## src/rtl/nrisk_pkg.sv

```systemverilog
// rtl/nrisk_pkg.sv - shared field layout, opcode constants and fetch FSM encoding
package nrisk_pkg;

  localparam int OPCODE_MSB = 7;
  localparam int OPCODE_LSB = 5;
  localparam int REG_MSB    = 4;
  localparam int REG_LSB    = 3;
  localparam int IMM_MSB    = 2;
  localparam int IMM_LSB    = 0;

  // Opcode meanings are owned by the execute stage; only HALT matters here.
  localparam logic [2:0] OP_LDI  = 3'b000;
  localparam logic [2:0] OP_ADD  = 3'b001;
  localparam logic [2:0] OP_SUB  = 3'b010;
  localparam logic [2:0] OP_AND  = 3'b011;
  localparam logic [2:0] OP_OR   = 3'b100;
  localparam logic [2:0] OP_LD   = 3'b101;
  localparam logic [2:0] OP_ST   = 3'b110;
  localparam logic [2:0] OP_JMP  = 3'b111;

  localparam logic [7:0] HALT = 8'hFF;

  typedef enum logic [1:0] {
    BUSCA   = 2'd0,
    ENTREGA = 2'd1,
    PARADO  = 2'd2
  } estado_t;

  function automatic logic is_halt(input logic [7:0] word);
    return word == HALT;
  endfunction

endpackage

```

## src/rtl/instr_fetch_decode.sv

```systemverilog
// rtl/instr_fetch_decode.sv - program counter, instruction fetch and field decode
module instr_fetch_decode
  import nrisk_pkg::*;
#(
  parameter int                  LARGURA_PC = 8,
  parameter logic [LARGURA_PC-1:0] PC_RESET = 8'h00
) (
  input  logic                  clock,
  input  logic                  reset,
  output logic                  memReq,
  output logic [LARGURA_PC-1:0] memEndereco,
  input  logic [7:0]            memDado,
  input  logic                  memPronto,
  output logic                  saidaValida,
  input  logic                  saidaPronta,
  output logic [2:0]            opcode,
  output logic [1:0]            regDestino,
  output logic [2:0]            imediato,
  output logic [LARGURA_PC-1:0] pcInstrucao,
  input  logic                  desvio,
  input  logic [LARGURA_PC-1:0] alvoDesvio
);

  estado_t               estado;
  logic [LARGURA_PC-1:0] pc;
  logic [7:0]            ir;

  assign memEndereco = pc;
  assign opcode      = ir[OPCODE_MSB:OPCODE_LSB];
  assign regDestino  = ir[REG_MSB:REG_LSB];
  assign imediato    = ir[IMM_MSB:IMM_LSB];

  // memReq doubles as the "request really issued" qualifier, so a memPronto
  // seen in the cycle reset is released cannot be taken as a fetch.
  always_ff @(posedge clock) begin
    if (!reset) begin
      estado      <= BUSCA;
      pc          <= PC_RESET;
      ir          <= '0;
      pcInstrucao <= '0;
      memReq      <= 1'b0;
      saidaValida <= 1'b0;
    end else if (desvio) begin
      estado      <= BUSCA;
      pc          <= alvoDesvio;
      memReq      <= 1'b1;
      saidaValida <= 1'b0;
    end else begin
      case (estado)
        BUSCA: begin
          if (memReq && memPronto) begin
            ir          <= memDado;
            pcInstrucao <= pc;
            pc          <= pc + 1'b1;
            estado      <= ENTREGA;
            memReq      <= 1'b0;
            saidaValida <= 1'b1;
          end else begin
            memReq      <= 1'b1;
            saidaValida <= 1'b0;
          end
        end
        ENTREGA: begin
          if (saidaPronta) begin
            estado      <= is_halt(ir) ? PARADO : BUSCA;
            memReq      <= !is_halt(ir);
            saidaValida <= 1'b0;
          end
        end
        PARADO: begin
          memReq      <= 1'b0;
          saidaValida <= 1'b0;
        end
        default: begin
          estado      <= BUSCA;
          memReq      <= 1'b0;
          saidaValida <= 1'b0;
        end
      endcase
    end
  end

endmodule

```

## config.mk

```make
export PLATFORM = sky130hd
export DESIGN_NAME = instr_fetch_decode
export DESIGN_NICKNAME = d
export VERILOG_FILES = /design/src/rtl/nrisk_pkg.sv /design/src/rtl/instr_fetch_decode.sv
export SDC_FILE = /design/constraint.sdc
export NUM_CORES = 1
export LEC_CHECK = 0
export CAP_MARGIN = 20
export CORE_UTILIZATION = 30
export CTS_BUF_LIST = sky130_fd_sc_hd__clkbuf_8
export CTS_CLUSTER_DIAMETER = 200
export DETAILED_ROUTE_END_ITERATION = 7
export PLACE_DENSITY_LB_ADDON = 0.25
export SYNTH_ARGS = -nofsm -noshare
export SYNTH_HDL_FRONTEND = slang
export SYNTH_SLANG_ARGS = --single-unit
export TNS_END_PERCENT = 1
```

## constraint.sdc

```tcl
create_clock -name clock -period 2 [get_ports clock]
set_input_delay 0.6 -clock clock [delete_from_list [all_inputs] [get_ports clock]]
set_output_delay 0.6 -clock clock [all_outputs]
set_load 0.05 [all_outputs]
```

Word-level counts from Yosys, hierarchy flattened
Index checks and enable logic that the tools add are counted.
- bits in registers: 28
- bits of input ports: 21
- output and inout bits: 26
- word-level logic and storage cells: 39
- add/sub/neg operators: 1
- eq/ne operators: 6
- mux-type cells: 14
- bitwise gates (word level): 3
- reductions and logical operators: 9
- operator list (operator ; count):
    two-way mux 8 bit ; 3
    adder 8 x 1 -> 8 bit, second input constant ; 1
    equality test 8 bit, second input constant ; 1
    two-way mux 2 bit ; 3
    case mux 2 bit (3 select lines) ; 1
    AND reduction 3 bit ; 2
    two-way mux 1 bit ; 5
    != test 2 bit, second input constant ; 2
    case mux 1 bit (2 select lines) ; 2
    nonzero test 2 bit ; 2
    != test 3 bit, second input constant ; 1
    NOT 1 bit ; 3
    equality test 2 x 1 -> 1 bit, second input constant ; 1
    equality test 2 bit, second input constant ; 1
    zero test 2 bit ; 1
    AND reduction 2 bit ; 1
    OR reduction 2 bit ; 1
    logical AND 1 bit ; 1
    zero test 1 bit ; 1

Depth between registers and ports, before layout
Gate-level depths: netlist (run 1).
- word-level depth: 5
- mapped depth: 5
- depth with buffers taken out: 4

Least setup slack after synthesis (run 1)
Ideal clock, no wire load.
- kind: flip-flop to flip-flop
- start: register memReq
- end: register pc[6], in the netlist memEndereco[6]
- library setup time: 0.135 ns
- arrival: 1.501 ns
- required time: 1.865 ns
- slack: 0.364 ns
- cell stages (with the launch flop): 6
- path buffers: 1
- clock period less this slack: 1.636 ns
- cells stage by stage: dfxtp_1 nand4bb_4 buf_6 nor2_4 mux2i_1 a211oi_2
- longest elaborated chain between the ends: 3
- RTL lines (what ; RTL line ; source):
    from (decl) ; instr_fetch_decode.sv:10 ; output logic memReq,
    from (signal assigned) ; instr_fetch_decode.sv:66 ; memReq <= !is_halt(ir);
    logical AND 1 bit ; instr_fetch_decode.sv:51 ; if (memReq && memPronto) begin
    nonzero test 2 bit (no line) ; - ;
    AND reduction 2 bit (no line) ; - ;
    to (signal assigned) ; instr_fetch_decode.sv:45 ; pc <= alvoDesvio;
    to (signal assigned) ; instr_fetch_decode.sv:54 ; pc <= pc + 1'b1;
    to (decl) ; instr_fetch_decode.sv:25 ; logic [LARGURA_PC-1:0] pc;
No other way between the ends.
A chain may end at the register's enable or synchronous reset.

Worst setup path in the final report (run 1)
- start: input memPronto
- end: register ir[3]
- longest elaborated chain between the ends: 2
- RTL lines (what ; RTL line ; source):
    from (decl) ; instr_fetch_decode.sv:13 ; input logic memPronto,
    logical AND 1 bit ; instr_fetch_decode.sv:51 ;
    AND reduction 3 bit (no line) ; - ;
    to (signal assigned) ; instr_fetch_decode.sv:52 ; ir <= memDado;
    to (decl) ; instr_fetch_decode.sv:26 ; logic [7:0] ir;
No other way between the ends.

==> results of run 1 <==
## power by group
| group | total, mW | switching, mW | internal [mW] |
|---|---|---|---|
| Clock | 0.302 | 0.167 | 0.135 |
| Combinational | 0.259 | 0.150 | 0.109 |
| Sequential | 0.608 | 0.0277 | 0.580 |
## cell type report
type / count / area (um^2) / share of cell area
Timing Repair Buffer: 54 / 455.4 / 0.2535
Inverter: 2 / 7.507 / 0.004178
Tap cell: 50 / 62.56 / 0.03482
Clock buffer: 3 / 41.29 / 0.02298
Multi-Input combinational cell: 100 / 669.4 / 0.3726
Sequential cell: 28 / 560.5 / 0.3120
## placed cells by master (no fill, tap or decap)
master and n:
nand2_1 16, nand2b_1 2, a21boi_1 8, xor2_1 3, nor2_4 1, and4bb_1 1, a31oi_1 3, ha_1 1
a21oi_1 8, a211oi_1 1, clkbuf_8 3, mux2i_1 10, o21a_1 1, clkdlybuf4s50_1 20, nor2_1 3, xnor2_1 2
o22ai_1 1, a211oi_2 1, nand3_1 4, dfxtp_1 28, nand4_1 4, o21ai_0 7, inv_1 2, a21o_1 1
nor2b_1 9, or3_1 1, buf_4 34, nor3_2 1, nand4bb_4 1, o21ai_1 9, nor2_8 1
## cell families (layout without fill, tap and decap cells)
kind of cell	Yosys count	after routing	share of synthesized area
DFF	28	28	0.4379
and+or+nand+nor	44	44	0.2131
muxes	10	10	0.07820
AOI/OAI and AO/OA	40	40	0.1877
xor gates and xnor gates	5	5	0.03422
adders and majority gates	1	1	0.009774
buffers and inverters	9	59	0.03909
## sequential cells by signal (all words and copies together) (netlist names)
register and flops:
estado 2, ir 8, memEndereco 8, memReq 1
pcInstrucao 8, saidaValida 1
## per-stage QoR
step | worst slack [ns] | instance area, um^2 | TNS, ns | power [mW] | utilization
final | 0.1783 | 1797 | 0 | 1.169 | 0.4428
after global placement | -0.03860 | 1755 | -0.3217 | 0.8775 | 0.4326
after floorplan | 0.3639 | 1280 | 0 | 0.7737 | -
after CTS | 0.1781 | 1797 | 0 | 1.182 | 0.4428
after global routing | 0.08161 | 1797 | 0 | 1.229 | 0.4428
after detailed placement | -0.1031 | 1755 | -1.127 | 0.8815 | 0.4326
## metal layers
| metal | global-route usage | up-vias |
|---|---|---|
| met5 | 0 | - |
| met4 | 0.06383 | 0 |
| met2 | 0.2488 | 42 |
| met1 | 0.1814 | 542 |
| li1 | - | 585 |
| met3 | 0.02027 | 2 |
## worst reg2reg max path, stage by stage (launching register included)
cell and delay, ns:
dfxtp_1 0.35, nand4bb_4 0.33, nor2_8 0.26, buf_4 0.20
nand2_1 0.08, a21boi_1 0.11
## final timing paths
kind | cells after the start | slack (ns) | start | endpoint
max | 6 | 0.18 | memPronto | ir[3]
min | 2 | 0.51 | ir[2] | ir[2]
max reg2reg | 5 | 0.59 | estado[0] | ir[3]
min reg2reg | 2 | 0.51 | ir[2] | ir[2]
==> results.cfg, run 1 <==
[logic_synthesis]
synthTopCellsByCount = dfxtp_1 (28), nand2_1 (16), mux2i_1 (10)
synth_seq_area_share = 0.4379
ys_types = 31
synth_seq_cells = 28
yosys_warnings = 0
syn-instance-count = 137
synthMostInstantiatedCell = dfxtp_1
async_reset_ff_frac = 0
yosysTopAreaCellShare = 0.4379
syn-cell-area_um2 = 1280
avgSynthCellArea_um2 = 9.343
syn_nets = 159
ys_top_cells_by_area = dfxtp_1 (44%), mux2i_1 (7.8%), a21boi_1 (4.7%)
synth_area_leader_cell = dfxtp_1
synth_edf_count = 0
synth_flop_cell = dfxtp_1

[detailed_routing]
drc_errors = 0
wl_met3_um = 176
wl_met1_um = 1422
vias = 1171
dr.max_layer_used = met4
drt-initial-drc-count = 46
wl_met2_um = 1443
ant_nets = 0
routedWlPerCell_um = 12.94
viasPerCell = 4.941
routed_wirelength_um = 3066
drtPass1Iterations = 4

[placement]
io_buffers = 46
gp_congestion = 0.8468
place_hpwl_um = 2316
dpl.cell_count = 234

[cells_and_area]
drive_gt1_frac = 0.2246
layout-area-overhead-vs-synth_pct = 40.37
finalNonFillerCells = 237
fill_cells = 405
diodes = 0
nets = 211

[global_route]
grt_pass1_vias = 1081
grt_max_degree = 27
grt-ovfl-total = 0
antenna_found_initial = 0
grt_pass1_wl_um = 4933
grtUsageTotal = 0.1460

[clock_network]
numCtsBuffers = 3
hold_buffers = 0
clk_pin_slew_worst_paths_ns = 0.10
cts.sinks = 28
htree_levels = 1
cts_max_path_buffers = 2
insertion_delay_ns = 0.27
cts_root_buf = clkbuf_8
cts_tree = done
cts_resized = 0
post_cts_buffers = 0

[min_path]
hp-class = reg -> reg

[timing]
slew_headroom = 0.7214
rsz0062_at_grt = no
hold_ws_ns = 0.5059
finalHoldViolations = 0
min_period_ns = 1.822
fmax_mhz = 548.9
skew_ns = 0.008985
drv_slew = 0
setup_violations = 0
finalCritPeriodShare = 0.9109
tightest_slew_ns = 0.4175

[worst_setup_path]
critPathBufInv = 2
path_class = in -> reg
worst_setup_path_end_kind = flip-flop
critPathSlowestCell = clkdlybuf4s50_1
cp_max_fo = 9
crit_required_ns = 2.20
crit_family = buffers and inverters
critPathLaunchType = input port
critical_path.cell_chain = clkdlybuf4s50_1, nand4bb_4, nor2_8, buf_4, nand2_1, a21boi_1
slowest_delay_ns = 0.55
cp_data_arrival_time_ns = 2.02

[die]
die_h_um = 67.32
core_area_um2 = 4058
start_util = 0.3154
ios = 47
row_count = 23
dieArea_um2 = 4532
fp.dieW_um = 67.32

[job]
maxCapViolations = 0

[status]
status = finished, final reports clean

[power]
ir_drop_v = 0.0003132
power.density_nw_per_um2 = 650.7
leakagePower_nw = 0.6809
No activity file was read; power rests on OpenSTA's default activity.
==> run 2, diff against run 1 <==
Settings changed: CTS_BUF_LIST sky130_fd_sc_hd__clkbuf_8 to default.
==> results of run 2 <==
No change in the layout: final DEF, timing and power equal those of run 1.
